`src/rtl/uart_pkg.sv`:
```
// Shared definitions for the UART transmit arbiter: FSM encoding and default sizing.
package uart_pkg;

  typedef enum logic [1:0] {
    ST_IDLE      = 2'd0,
    ST_WAIT_BUSY = 2'd1,
    ST_WAIT_DONE = 2'd2
  } arb_state_e;

  localparam int unsigned DEF_NREQ       = 4;
  localparam int unsigned DEF_BW         = 8;
  localparam int unsigned DEF_TIMEOUT    = 16;
  localparam int unsigned DEF_TIMER_BITS = 5;

endpackage

```
`src/rtl/uart_tx_arbiter_if.sv`:
```
// Requester and transmitter signals of the UART transmit arbiter.
interface uart_tx_arbiter_if
  import uart_pkg::*;
#(
  parameter int unsigned NREQ = DEF_NREQ,
  parameter int unsigned BW   = DEF_BW
) ();

  localparam int unsigned OW = $clog2(NREQ);

  logic [NREQ-1:0]    in_req;
  logic [NREQ*BW-1:0] in_data;
  logic [NREQ-1:0]    in_lock;
  logic [NREQ-1:0]    out_grant;
  logic               out_tx_start;
  logic [BW-1:0]      out_tx_data;
  logic               in_tx_busy;
  logic [OW-1:0]      out_owner;
  logic               out_locked;
  logic               out_err;

  modport slave (
    input  in_req, in_data, in_lock, in_tx_busy,
    output out_grant, out_tx_start, out_tx_data, out_owner, out_locked, out_err
  );

  modport master (
    output in_req, in_data, in_lock, in_tx_busy,
    input  out_grant, out_tx_start, out_tx_data, out_owner, out_locked, out_err
  );

endinterface

```
`src/rtl/rr_pick.sv`:
```
// Combinational round-robin picker: first set request at or above ptr, wrapping.
module rr_pick
  import uart_pkg::*;
#(
  parameter  int unsigned N  = DEF_NREQ,
  localparam int unsigned IW = $clog2(N)
) (
  input  logic [N-1:0]  req_i,
  input  logic [IW-1:0] ptr_i,
  output logic [N-1:0]  win_oh_o_c,
  output logic [IW-1:0] win_idx_o_c,
  output logic          any_o_c
);

  function automatic logic [IW-1:0] rot(input logic [IW-1:0] p, input int unsigned i);
    return IW'((32'(p) + i) % N);
  endfunction

  always_comb begin
    win_oh_o_c  = '0;
    win_idx_o_c = '0;
    any_o_c     = 1'b0;
    for (int unsigned i = 0; i < N; i++) begin
      if (!any_o_c && req_i[rot(ptr_i, i)]) begin
        any_o_c                     = 1'b1;
        win_idx_o_c                 = rot(ptr_i, i);
        win_oh_o_c[rot(ptr_i, i)]   = 1'b1;
      end
    end
  end

endmodule

```
`src/rtl/uart_tx_arbiter.sv`:
```
// Shares one UART transmitter among NREQ byte producers with round-robin
// arbitration, optional multi-byte ownership lock and a launch timeout.
module uart_tx_arbiter
  import uart_pkg::*;
#(
  parameter int unsigned NREQ       = DEF_NREQ,
  parameter int unsigned BW         = DEF_BW,
  parameter int unsigned TIMEOUT    = DEF_TIMEOUT,
  parameter int unsigned TIMER_BITS = DEF_TIMER_BITS
) (
  input logic              clk,
  input logic              i_reset_n,
  uart_tx_arbiter_if.slave bus
);

  localparam int unsigned OW = $clog2(NREQ);

  arb_state_e            state_q, state_d;
  logic [TIMER_BITS-1:0] timer_q, timer_d;
  logic [OW-1:0]         ptr_q, ptr_d;
  logic [OW-1:0]         owner_q, owner_d;
  logic [NREQ-1:0]       grant_q, grant_d;
  logic                  start_q, start_d;
  logic [BW-1:0]         data_q, data_d;
  logic                  locked_q, locked_d;
  logic                  err_q, err_d;

  logic                  lock_hold;
  logic [NREQ-1:0]       pick_req;
  logic [NREQ-1:0]       pick_oh;
  logic [OW-1:0]         pick_idx;
  logic                  pick_any;
  logic [BW-1:0]         win_data;

  // While the owner keeps its lock, only its own request may compete.
  assign lock_hold = locked_q && bus.in_lock[owner_q];
  assign pick_req  = lock_hold ? (bus.in_req & (NREQ'(1) << owner_q)) : bus.in_req;

  rr_pick #(.N(NREQ)) u_pick (
    .req_i       (pick_req),
    .ptr_i       (ptr_q),
    .win_oh_o_c  (pick_oh),
    .win_idx_o_c (pick_idx),
    .any_o_c     (pick_any)
  );

  always_comb begin
    win_data = '0;
    for (int unsigned k = 0; k < NREQ; k++) begin
      if (pick_idx == OW'(k)) win_data = bus.in_data[k*BW +: BW];
    end
  end

  always_ff @(posedge clk or negedge i_reset_n) begin
    if (!i_reset_n) begin
      state_q  <= ST_IDLE;
      timer_q  <= '0;
      ptr_q    <= '0;
      owner_q  <= '0;
      grant_q  <= '0;
      start_q  <= 1'b0;
      data_q   <= '0;
      locked_q <= 1'b0;
      err_q    <= 1'b0;
    end else begin
      state_q  <= state_d;
      timer_q  <= timer_d;
      ptr_q    <= ptr_d;
      owner_q  <= owner_d;
      grant_q  <= grant_d;
      start_q  <= start_d;
      data_q   <= data_d;
      locked_q <= locked_d;
      err_q    <= err_d;
    end
  end

  always_comb begin
    state_d  = state_q;
    timer_d  = timer_q;
    ptr_d    = ptr_q;
    owner_d  = owner_q;
    grant_d  = '0;
    start_d  = 1'b0;
    data_d   = data_q;
    locked_d = locked_q;
    err_d    = err_q;
    unique case (state_q)
      ST_IDLE: begin
        if (locked_q && !lock_hold) locked_d = 1'b0;
        if (pick_any) begin
          grant_d = pick_oh;
          start_d = 1'b1;
          data_d  = win_data;
          owner_d = pick_idx;
          ptr_d   = (pick_idx == OW'(NREQ - 1)) ? '0 : pick_idx + OW'(1);
          timer_d = '0;
          state_d = ST_WAIT_BUSY;
        end
      end
      ST_WAIT_BUSY: begin
        // Busy already high at launch counts as the acknowledgement.
        if (bus.in_tx_busy) begin
          state_d = ST_WAIT_DONE;
        end else if (timer_q == TIMER_BITS'(TIMEOUT - 1)) begin
          err_d    = 1'b1;
          locked_d = 1'b0;
          state_d  = ST_IDLE;
        end else begin
          timer_d = timer_q + TIMER_BITS'(1);
        end
      end
      ST_WAIT_DONE: begin
        if (!bus.in_tx_busy) begin
          locked_d = bus.in_lock[owner_q];
          state_d  = ST_IDLE;
        end
      end
      default: state_d = ST_IDLE;
    endcase
  end

  assign bus.out_grant    = grant_q;
  assign bus.out_tx_start = start_q;
  assign bus.out_tx_data  = data_q;
  assign bus.out_owner    = owner_q;
  assign bus.out_locked   = locked_q;
  assign bus.out_err      = err_q;

endmodule

```
`src/flat_wrapper.sv`:
```
// flat-port wrapper written by rule: the top's interface ports become plain ports
module uart_tx_arbiter_flat import uart_pkg::*;
#(
  parameter int unsigned NREQ       = DEF_NREQ,
  parameter int unsigned BW         = DEF_BW,
  parameter int unsigned TIMEOUT    = DEF_TIMEOUT,
  parameter int unsigned TIMER_BITS = DEF_TIMER_BITS
)
  (clk, i_reset_n, bus_in_req, bus_in_data, bus_in_lock, bus_in_tx_busy, bus_out_grant, bus_out_tx_start, bus_out_tx_data, bus_out_owner, bus_out_locked, bus_out_err);
  uart_tx_arbiter_if #(.NREQ(NREQ), .BW(BW)) bus_i ();
  input logic clk;
  input logic i_reset_n;
  input wire logic [$bits(bus_i.in_req)-1:0] bus_in_req;
  input wire logic [$bits(bus_i.in_data)-1:0] bus_in_data;
  input wire logic [$bits(bus_i.in_lock)-1:0] bus_in_lock;
  input wire logic [$bits(bus_i.in_tx_busy)-1:0] bus_in_tx_busy;
  output wire logic [$bits(bus_i.out_grant)-1:0] bus_out_grant;
  output wire logic [$bits(bus_i.out_tx_start)-1:0] bus_out_tx_start;
  output wire logic [$bits(bus_i.out_tx_data)-1:0] bus_out_tx_data;
  output wire logic [$bits(bus_i.out_owner)-1:0] bus_out_owner;
  output wire logic [$bits(bus_i.out_locked)-1:0] bus_out_locked;
  output wire logic [$bits(bus_i.out_err)-1:0] bus_out_err;
  assign bus_i.in_req = bus_in_req;
  assign bus_i.in_data = bus_in_data;
  assign bus_i.in_lock = bus_in_lock;
  assign bus_i.in_tx_busy = bus_in_tx_busy;
  assign bus_out_grant = bus_i.out_grant;
  assign bus_out_tx_start = bus_i.out_tx_start;
  assign bus_out_tx_data = bus_i.out_tx_data;
  assign bus_out_owner = bus_i.out_owner;
  assign bus_out_locked = bus_i.out_locked;
  assign bus_out_err = bus_i.out_err;
  uart_tx_arbiter #(.NREQ(NREQ), .BW(BW), .TIMEOUT(TIMEOUT), .TIMER_BITS(TIMER_BITS)) u_core (.clk(clk), .i_reset_n(i_reset_n), .bus(bus_i));
endmodule
```
`config.mk`:
```
export PLATFORM = sky130hd
export DESIGN_NAME = uart_tx_arbiter_flat
export DESIGN_NICKNAME = d
export VERILOG_FILES = /design/src/rtl/uart_pkg.sv /design/src/rtl/uart_tx_arbiter_if.sv /design/src/rtl/rr_pick.sv /design/src/rtl/uart_tx_arbiter.sv /design/src/flat_wrapper.sv
export SDC_FILE = /design/constraint.sdc
export NUM_CORES = 1
export LEC_CHECK = 0
export CORE_MARGIN = 1.5
export CORE_UTILIZATION = 45
export DETAILED_ROUTE_END_ITERATION = 10
export PLACE_DENSITY = 0.77
export SETUP_SLACK_MARGIN = 0.4
export SKIP_CTS_REPAIR_TIMING = 1
export SYNTH_ARGS = -nofsm -noshare
export SYNTH_HDL_FRONTEND = slang
export SYNTH_SLANG_ARGS = --single-unit
```
`constraint.sdc`:
```
create_clock -name clk -period 4.92 [get_ports clk]
set_clock_uncertainty 0.15 [all_clocks]
set_input_delay 0.492 -clock clk [delete_from_list [all_inputs] [get_ports clk]]
set_output_delay 0.492 -clock clk [all_outputs]
set_load 0.05 [all_outputs]
```
# Yosys cells after proc, flatten, opt, wreduce, memory -nomap -nowiden
# Cells that the tools add are included.
# totals
inputBits	43
regBits	26
elab_cells	118
output_inout_bits	17
# op_classes
bitwise_logic	5
n_addsub	5
eq_ne	13
n_mux	54
n_reduce_logical	22
magnitude_cmp	9
shifts	1
# ops
cell	n
2-to-1 mux 8 bit	4
2-to-1 mux 4 bit	7
2-to-1 mux 1 bit	19
2-to-1 mux 2 bit	9
less-than comparator 2 x 3 -> 1 bit (second input constant)	5
2-to-1 mux 5 bit	3
bitwise OR 4 bit	3
binary-select mux 1 bit (select 2 bit)	5
one-hot mux 5 bit (2 select lines)	1
logical AND 1 bit	9
demux 1 bit (select 2 bit)	4
>= comparator 2 x 1 -> 1 bit (second input constant)	4
== test 2 bit (second input constant)	3
!= test 2 x 1 -> 1 bit (second input constant)	3
!= test 2 bit (second input constant)	3
one-hot mux 2 bit (3 select lines)	1
AND reduction 3 bit	2
adder 5 x 1 -> 5 bit (second input constant)	1
== test 5 x 4 -> 1 bit (second input constant)	1
AND reduction 5 bit	1
adder 2 x 1 -> 2 bit (second input constant)	2
adder 2 bit (second input constant)	2
AND 4 bit	1
== test 2 x 1 -> 1 bit (second input constant)	2
10 further kinds	14

# Depth between registers and ports, before layout
# depth
ltp_word	21
depth_mapped	20
depth_no_buf	17

# Hierarchy
# A second synthesis with hierarchy kept.
# unflattened
cells_unflattened	204
area_unflattened_um2	1954.4
# modules_own_cells
mod	area_per_inst_um2	cells_each	seq_area_each_um2	n_inst
uart_tx_arbiter	1535.2	159	650.6	1
rr_pick	419.2	45	0.0	1

# Worst setup path before layout
# Ideal clock, no wire load.
# synth_path
kind	reg-to-reg
start	register u_core.ptr_q[0]
end	register u_core.data_q[4] (netlist: u_core.bus.out_tx_data[4])
path_buffers	4
required_time_ns	4.687
setup_time_ns	0.083
path_slack_ns	1.018
arrival_ns	3.669
synth_period_minus_slack_ns	3.902
path_stages_with_launch	20
cell_sequence	dfrtp_1 > buf_2 > clkinv_1 > ha_1 > clkbuf_1 > o21ai_1 > o21a_1 > or4_1 > nand3_1 > inv_1 > ha_1 > clkbuf_1 > nor2b_1 > clkbuf_1 > a22oi_1 > nor2_1 > a21oi_1 > nor2_1 > a21oi_1 > o21ai_0
# synth_between
elab_chain_cells	17
word_cells_on_any_way	34
cone_classes	3 x add/sub; 3 x eq/ne; 20 x mux; 8 x reduce/logical
# synth_lines
element	line_no	text
start, declared	uart_tx_arbiter.sv:20	logic [OW-1:0] ptr_q, ptr_d;
start signal, assigned	uart_tx_arbiter.sv:68	ptr_q <= ptr_d;
parallel branches: the longest is 11 deep, another holds adder 2 x 1 -> 2 bit	-	
2-to-1 mux 2 bit *	rr_pick.sv:24	if (!any_o_c && req_i[rot(ptr_i, i)]) begin
named net u_core.pick_idx[1]	uart_tx_arbiter.sv:31	logic [OW-1:0] pick_idx;
zero test 2 bit	uart_tx_arbiter.sv:50	if (pick_idx == OW'(k)) win_data = bus.in_data[k*BW +: BW];
2-to-1 mux 8 bit (3 in series)	uart_tx_arbiter.sv:50	
2-to-1 mux 8 bit *	uart_tx_arbiter.sv:50	
end signal, assigned	uart_tx_arbiter.sv:72	data_q <= data_d;
end, declared	uart_tx_arbiter.sv:24	logic [BW-1:0] data_q, data_d;
# Mark *: on every way through the listed nets, which the timed path passes. The select of a mux whose other input is x is not followed.
# A chain may end at the register's enable or synchronous reset.

# Final worst setup path
# layout_path
start	input port bus_in_lock[0]
end	register u_core.data_q[7] (netlist: u_core.bus.out_tx_data[7])
# layout_between
elab_chain_cells	21
word_cells_on_any_way	35
cone_classes	3 x eq/ne; 23 x mux; 9 x reduce/logical
# layout_lines
element	line_no	text
start, declared	flat_wrapper.sv:15	input wire logic [$bits(bus_i.in_lock)-1:0] bus_in_lock;
binary-select mux 1 bit (select 2 bit) *	uart_tx_arbiter.sv:36	assign lock_hold = locked_q && bus.in_lock[owner_q];
2-to-1 mux 1 bit (implied by the code) *	uart_tx_arbiter.sv:36	
logical AND 1 bit *	uart_tx_arbiter.sv:36	
2-to-1 mux 4 bit *	uart_tx_arbiter.sv:37	assign pick_req = lock_hold ? (bus.in_req & (NREQ'(1) << owner_q)) : bus.in_req;
binary-select mux 1 bit (select 2 bit)	rr_pick.sv:24	
2-to-1 mux 1 bit (implied by the code)	rr_pick.sv:24	
2-to-1 mux 1 bit	rr_pick.sv:24	
zero test 1 bit	rr_pick.sv:24	
(+4 left out)	-	
2-to-1 mux 1 bit	rr_pick.sv:24	
zero test 1 bit	rr_pick.sv:24	
logical AND 1 bit	rr_pick.sv:24	
2-to-1 mux 2 bit *	rr_pick.sv:24	
named net u_core.pick_idx[1]	uart_tx_arbiter.sv:31	
zero test 2 bit	uart_tx_arbiter.sv:50	
2-to-1 mux 8 bit (3 in series)	uart_tx_arbiter.sv:50	
2-to-1 mux 8 bit *	uart_tx_arbiter.sv:50	
# The timed path passes the listed nets; every way through them passes the cells marked *. The select of a mux whose other input is x is not followed.

==> metrics <==
Die Height=about 70 um; number of I/O port buffers=slightly below 60; post-route design area=approximately 2700 um^2; post-synth top area cell=dfrtp_1; Detailed Place HPWL=slightly below 4 mm; post-synthesis cell count=~240; sequential share of power=a little under a fifth; die area=roughly 4900 um^2; ANT nets after route=0; Setup TNS=0 ns; main area contributors after synthesis=dfrtp_1 (32%), ha_1 (8.6%), nor2_1 (6.1%); clock slew at reported path FFs=about 0.09 ns; crit end category=register; PwrDens=~700 nW/um^2; Site Rows=24; number of synthesized flops with an enable pin=0; first-pass GRT wire length=between 8 and 9 mm; Fin Hold WS=between 0.3 and 0.4 ns; Switching Fraction=between 50% and 60%; Slew HR=between 50% and 60%; CTS max path bufs=2; number of max-cap violations=0; Synth top area share=32.04%; Final Cycle Share=a little over four fifths; CP required=roughly 5.0 ns; internal power=~0.00094 W; number of top-level pins=60; Critical Path Fanout Max=13; post-synthesis sequential area ratio=between 30% and 40%; Leak=approximately 1.2 nW; Slew Limit Fails=0; Remaining DRCs=0; Avg Cell Area, Syn=8.497 um^2; final WL=just under 5 mm; ys flop type=dfrtp_1; YS warnings=0; area grow syn2layout=34.63%; hold path cells=2; Via density=around 5.7; crit path time final=about 4.2 ns; TritonCTS Buffers=3; dpl cell area=between 2000 and 3000 um^2; pin count of the biggest net entering global routing=27; count leader, synth=nor2_1; Synth async-reset ratio=100.0%; diode count=0; # H-tree levels=1; Max VDD drop=about 0.00036 V; total track usage=between 20% and 30%; initial antenna violation count=0; post-synth cell types=slightly above 50; number of global-route vias before repair=1,889; worst skew pair latency=approximately 0.27 ns; power share of the combinational group=between 70 and 80%; Slew @ Worst Pin=just under 0.7 ns; total clock sinks=26; share of cells above drive strength 1=~6.1%; TritonRoute pass-1 iters=4; RD Place Congestion=0.8779; Yosys reg bits=26; Clock power frac=under 10%; Achievable Freq=~240 MHz; Die X=between 70 and 80 um; netlist area before placement=between 2000 and 2500 um^2; detailed-route via count=slightly below 2,000; root buffer cell=clkbuf_8; R2R depth=15; Fin. Hold Viols=0; initial core utilization=between 40% and 50%; CTS tree=built; worst hold path type=reg -> reg; status=finished, final reports clean; fin nets=approximately 350; post-layout util=62.79%; core area=4354 um^2; Worst Setup Start Kind=input port; Final setup viols=0; sw power=~0.00098 W; Synth top cells by count=nor2_1 (33), dfrtp_1 (26), a21oi_1 (22); gr ovfl total=0; syn_nets=around 300; worst setup path class=in -> reg; PnR Total Power=between 0.0015 and 0.002 W; number of DRC markers in iteration 0=98; WP data arrival=4.20 ns; WL/cell=roughly 14 um; RSZ-0062 raised after global routing=false
## cells by family (layout without fill, tap and decap cells)
group           count (synthesis)  after routing  synth area share, %
compound gates                 85             85                30.19
simple gates                   80             80                18.30
flops                          26             26                32.04
buf+inv                        23             77                4.867
fa+ha+maj                      14             14                8.626
mux                             9              9                5.114
xor+xnor                        2              2               0.8628
## registers in the layout, summed over array words and instances, names as in the netlist
register,count
u_core.bus.out_err,1
u_core.bus.out_grant,4
u_core.bus.out_locked,1
u_core.bus.out_owner,2
u_core.bus.out_tx_data,8
u_core.bus.out_tx_start,1
u_core.ptr_q,2
u_core.state_q,2
u_core.timer_q,5
## through the flow
stage	setup slack, ns	std cells
after floorplan	1.018	239
after global placement	0.6813	341
after detailed placement	0.5353	341
after CTS	0.8124	345
after global routing	0.4174	345
final	0.7661	345
## layout by cell type, fill, tap and decap left out, types with 4 or more instances in the layout
| master | instances |
|---|---|
| a21oi_1 | 22 |
| buf_4 | 6 |
| ha_1 | 14 |
| nor2b_1 | 5 |
| o21ai_0 | 9 |
| o2111ai_1 | 5 |
| inv_1 | 6 |
| o211ai_1 | 5 |
| clkdlybuf4s50_1 | 59 |
| nor2_1 | 33 |
| a22o_1 | 5 |
| a22oi_1 | 7 |
| a221o_1 | 4 |
| nand2_1 | 19 |
| o21ai_1 | 6 |
| nand3_1 | 6 |
| dfrtp_1 | 26 |
## power by group through the flow
stage	Clock, W	Combinational (W)	Sequential, W
3_5_place_dp	0	0.00137	0.000364
2_1_floorplan	0	0.000892	0.000517
4_1_cts	0.000179	0.00139	0.000361
6_report	0.000176	0.00138	0.000361
5_1_grt	0.000188	0.00154	0.000374
3_3_place_gp	0	0.00136	0.000362
## metal layers
layer  wire length (um)  GRT usage, %  vias to the layer above
li1                   -             -                      989
met1               2175         25.84                      930
met2               2545         37.25                       36
met3                133         2.597                        6
met4                 63         4.701                        0
met5                  0             0                        -
## final cells by class
| cell class | instances | area (um^2) |
|---|---|---|
| multi-input combinational | 190 | 1281 |
| clock inverter | 1 | 30.03 |
| tap | 52 | 65.06 |
| timing repair buffer | 65 | 635.6 |
| clock buffer | 3 | 41.29 |
| inverter | 8 | 30.03 |
| sequential | 26 | 650.6 |
| fill | 386 | 1620 |
## path summary, 6_finish.rpt
| kind | from | end | slack [ns] |
|---|---|---|---|
| setup / recovery | bus_in_lock[0] | u_core.bus.out_tx_data[7] | 0.77 |
| min in group asynchronous | i_reset_n | u_core.bus.out_tx_data[5] | 0.43 |
| hold / removal | u_core.bus.out_tx_data[2] | u_core.bus.out_tx_data[2] | 0.33 |
| max in group asynchronous | i_reset_n | u_core.bus.out_grant[1] | 3.94 |
| hold reg to reg | u_core.bus.out_tx_data[2] | u_core.bus.out_tx_data[2] | 0.33 |
| setup reg to reg | u_core.bus.out_owner[1] | u_core.bus.out_tx_data[7] | 0.83 |
## critical path, cell delays in order
cell,delay (ns)
clkdlybuf4s50_1,0.50
mux2i_2,0.13
o221ai_2,0.48
o211ai_1,0.20
and2_1,0.29
or4_1,0.52
nand3_1,0.18
inv_1,0.09
ha_1,0.30
nor2b_1,0.42
a22oi_1,0.13
nor2_1,0.13
a21oi_1,0.05
nor2_1,0.11
a21oi_1,0.05
o21ai_0,0.14
Power figures use the tool's default switching activity.
==> RTL change 1: new RTL, config.mk and constraints unchanged <==
Take the reset off `data_q` and load it in a clocked block of its own.
--- a/src/rtl/uart_tx_arbiter.sv
+++ b/src/rtl/uart_tx_arbiter.sv
@@ -59,7 +59,6 @@
       owner_q  <= '0;
       grant_q  <= '0;
       start_q  <= 1'b0;
-      data_q   <= '0;
       locked_q <= 1'b0;
       err_q    <= 1'b0;
     end else begin
@@ -69,10 +68,13 @@
       owner_q  <= owner_d;
       grant_q  <= grant_d;
       start_q  <= start_d;
-      data_q   <= data_d;
       locked_q <= locked_d;
       err_q    <= err_d;
     end
+  end
+
+  always_ff @(posedge clk) begin
+    data_q <= data_d;
   end
 
   always_comb begin
Formal check against the unedited RTL: not equivalent (a bounded check fails within 4 cycles, from zero or initial values and one cycle with i_reset_n low).
==> RTL change 1 against the original RTL <==
Power down 4.1%. Register-to-register slack better by 220 ps. Cell area fell by 4.6%. Area after synthesis down 4.1%. Sequential cell count unchanged. Routed wire length is 6.8% lower. Worst setup slack better by 280 ps. Clock power is 28% lower. Highest routed layer unchanged.
==> RTL change 1: results (changes against the original RTL) <==
* Post-Route Utilization: 0.638 (+0.0102)
- Slew at the pin with the worst max-slew slack: 814 ps (+133 ps)
* CP Max Fanout: 10 (-3)
* R2r worst-path depth: 11 (-4)
- Worst-case setup margin in the final layout: 1040 ps (+277 ps)
- The number of violations reported at the end of detailed-routing iteration 0 is 110 (+12%).
* Register cell area after layout: 691 um2 (+6.2%)
- The worst hold path begins at u_core.bus.out_err$_DFFE_PN0P_.
* Family with the most delay on the worst path: compound AO/OA/AOI/OAI gates
- The number of ordinary and repair buffers in the finished layout is 60 (-7.7%).
- The total met3 wirelength after detailed routing is 172 um (+29%).
* Power Dens Cells: 705 nW/um2 (+0.57%)
- For this design, the slowest cell found on the critical path is sky130_fd_sc_hd__mux4_2.
- The wire length the detailed router placed on met1 is 2.07 mm (-4.8%).
* Worst flop-to-flop path startpoint: u_core.ptr_q[0]$_DFFE_PN0P_
- The share of layout cells above drive strength 1 was 0.0808 (+0.0193).
- The pin count of the biggest net entering global routing came to 21 (-22%).
* Number of flops mapped to enable cells by yosys: 8 (+8)
* Multi-input combinational gate total: 162 (-15%)
- Most frequent cells after synthesis: 27 x sky130_fd_sc_hd__nand2_1, 18 x sky130_fd_sc_hd__a21oi_1, 18 x sky130_fd_sc_hd__dfrtp_1, 18 x sky130_fd_sc_hd__nor2_1, 14 x sky130_fd_sc_hd__ha_1
* Die extent in x: 68.8 um (-2.0%)
* Layout Cells excl Fill: 310 (-10%)
* Hold_ws: 331 ps (-3.35 ps)
* Mean cell area of the mapped netlist: 9.50 um2 (+12%)
* IR drop worst, VDD: 0.445 mV (+23%)
- The internal power contribution was 0.000896 W (-4.5%).
- Half-perimeter wire length of the detailed placement result: 3.62 mm (-5.9%)
- Area of the multi-input gates: 1180 um2 (-7.8%)
- Run status: completed
- Delay contributed by the slowest stage of the critical path: 590 ps (+70 ps)
- CP Launch Point: bus_in_lock[3]
- The met1 usage came to 0.289 (+0.0304).
- Terminus of the critical flop-to-flop path: u_core.bus.out_tx_data[3]$_DFFE_PP_
- The sequential group power is 0.000445 W (+23%).
* Wire length after detailed routing: 4.59 mm (-6.8%)
[RTL change 1: cell count changes after synthesis, moves of 4 or more]
cell	change
sky130_fd_sc_hd__o2111ai_1	-5
sky130_fd_sc_hd__a21oi_1	-4
sky130_fd_sc_hd__dfrtp_1	-8
sky130_fd_sc_hd__edfxtp_1	+8
sky130_fd_sc_hd__nand2_1	+8
sky130_fd_sc_hd__nand3_1	+4
sky130_fd_sc_hd__nor2_1	-15
sky130_fd_sc_hd__clkbuf_1	-4
sky130_fd_sc_hd__o211ai_1	-4
sky130_fd_sc_hd__o221a_2	+4
sky130_fd_sc_hd__a22o_1	-5
sky130_fd_sc_hd__o21ai_1	-5
[RTL change 1: cell families (layout without fill, tap and decap cells)]
| family | after synthesis | in the layout | synth area share |
|---|---|---|---|
| fa+ha+maj | 14 | 14 | 0.0900 |
| compound gates | 66 | 66 | 0.260 |
| buf+inv | 17 | 72 | 0.0386 |
| flops | 26 | 26 | 0.355 |
| mux | 8 | 8 | 0.0823 |
| simple gates | 74 | 74 | 0.174 |
==> RTL change 2: new RTL, same settings <==
Made on the original files. Set the package constant `DEF_NREQ` to 8 (it was 4).
--- a/src/rtl/uart_pkg.sv
+++ b/src/rtl/uart_pkg.sv
@@ -7,7 +7,7 @@
     ST_WAIT_DONE = 2'd2
   } arb_state_e;
 
-  localparam int unsigned DEF_NREQ       = 4;
+  localparam int unsigned DEF_NREQ       = 8;
   localparam int unsigned DEF_BW         = 8;
   localparam int unsigned DEF_TIMEOUT    = 16;
   localparam int unsigned DEF_TIMER_BITS = 5;
Interface: changed (5 resized); port bits go from 60 to 105. The function was not compared with the original's and may differ.
==> RTL change 2 against the original RTL <==
Routed wire length increased to 3.1 times the old value. Sequential cell count increased by 6. Fmax decreased by 8.9%. Worst setup slack got worse by 400 ps. Critical path depth increased by 2. Cell count increased by 120%. Cell area increased by 130%. Area after synthesis increased by 110%. Via count increased by 140%.
Power is left out: the tool's default activity adds up to more than one toggle a clock period on the data nets, which glitch-free logic cannot reach.
==> RTL change 2: results (changes against the original RTL) <==
- The H-tree depth was 2 (+1).
- Seq/Total Area, Yosys: 0.187 (-0.133)
* Slew at the pin with the worst max-slew slack: 690 ps (+8.67 ps)
- Number of buffers created by CTS: 5 (+2)
- Pre-CTS WS: -172 ps (-708 ps)
- Worst hold path depth: 1 (-1)
- The via count of the first global-routing pass is 4,215 (+120%).
- Half-perimeter wire length of the detailed placement result: 10.9 mm (+180%)
- Largest net degree at the start of global routing: 33 (+22%)
* Cells taking the most area after synthesis: sky130_fd_sc_hd__dfrtp_1 19%, sky130_fd_sc_hd__mux4_2 8.4%, sky130_fd_sc_hd__mux2i_1 7.3%
- The routability-driven placement congestion ratio was 0.942 (+7.3%).
* R2r worst-path depth: 18 (+3)
* Clock slew at reported path FFs: 70 ps (-20 ps)
* Wirelength per Cell: 19.8 um (+39%)
- Wire length of the first global-routing pass: 21.7 mm (+160%)
- The global-route usage over all layers is 0.272 (+0.0669).
- The quantity of I/O buffers inserted on ports is 104 (+76%).
* First DRT Iteration DRCs: 468 (+380%)
- Most frequent cells after synthesis: 42 x sky130_fd_sc_hd__nor2_1, 32 x sky130_fd_sc_hd__dfrtp_1, 31 x sky130_fd_sc_hd__mux2i_1, 30 x sky130_fd_sc_hd__nand2_1, 21 x sky130_fd_sc_hd__a21oi_1
- The clock latency at the later pin of the worst-skew pair was 290 ps (+20 ps).
* Number of distinct library cells after synthesis: 80 (+57%)
* Cell area after placement: 5570 um2 (+110%)
* Run status: completed
- The slowest stage of the critical path belongs to the cell sky130_fd_sc_hd__mux4_2.
- Family with the most delay on the worst path: compound AO/OA/AOI/OAI gates
- The layout filler cell count came to 687 (+78%).
- Nets: 732 (+110%)
- Number of nets in the synthesized netlist: 592 (+100%)
* Routed vias/inst: 6.23 (+9.6%)
- Worst endpoint data arrival time: 4590 ps (+390 ps)
- CP Max Fanout: 16 (+3)
- The number of iterations in the first detailed-routing pass is 5 (+1).
- The share of layout cells above drive strength 1 is 0.276 (+0.215).
RTL change 2: changes by cell type in the layout (fill, tap and decap cells not counted), moves of 10 or more:
cell,before,now
sky130_fd_sc_hd__buf_4,6,57
sky130_fd_sc_hd__clkdlybuf4s50_1,59,104
sky130_fd_sc_hd__mux2i_1,2,27
sky130_fd_sc_hd__mux4_2,0,16
sky130_fd_sc_hd__o21a_1,2,18
sky130_fd_sc_hd__inv_1,6,18
sky130_fd_sc_hd__nand2_1,19,30
sky130_fd_sc_hd__o31a_1,0,11
sky130_fd_sc_hd__nand2b_1,3,13
sky130_fd_sc_hd__nand3_1,6,16
RTL change 2: layout make-up:
cell class / count / area share
multi-input combinational: 403 / 0.565
timing repair buffer: 171 / 0.251
sequential: 32 / 0.127
tap: 129 / 0.0254
inverter: 23 / 0.0144
clock buffer: 5 / 0.0108
clock inverter: 3 / 0.00671
RTL change 2: cells by family (layout without fill, tap and decap cells):
kind of cell	Yosys count	in the layout	synth area share
AOI/OAI and AO/OA	179	179	0.324
xor gates and xnor gates	6	6	0.0167
adders and majority gates	13	13	0.0380
buffers and inverters	62	202	0.0679
DFF	32	32	0.187
muxes	54	55	0.181
and+or+nand+nor	150	150	0.185
RTL change 2: path summary, 6_finish.rpt:
check	endpoint	slack, ps	startpoint
setup / recovery	u_core.bus.out_tx_data[3]$_DFFE_PN0P_	360	u_core.bus.out_owner[2]$_DFFE_PN0P_
hold / removal	u_core.bus.out_err$_DFFE_PN0P_	340	u_core.bus.out_err$_DFFE_PN0P_
setup reg to reg	u_core.bus.out_tx_data[3]$_DFFE_PN0P_	360	u_core.bus.out_owner[2]$_DFFE_PN0P_
hold reg to reg	u_core.bus.out_err$_DFFE_PN0P_	340	u_core.bus.out_err$_DFFE_PN0P_
max in group asynchronous	u_core.bus.out_owner[2]$_DFFE_PN0P_	3840	i_reset_n
min in group asynchronous	u_core.bus.out_tx_data[5]$_DFFE_PN0P_	440	i_reset_n
RTL change 2: routing by layer:
metal  up-vias  track usage  routed length, um
li1       2181            -                  -
met1      2318        0.385               6270
met2       242        0.443               7530
met3        32       0.0333               1040
met4         0       0.0693                340
met5         -            0                  0
RTL change 2: metrics by stage:
step	std cells	util
6_report	766	0.687
3_3_place_gp	722	0.603
4_1_cts	730	0.615
3_5_place_dp	722	0.603
5_1_grt	766	0.687
2_1_floorplan	496	-
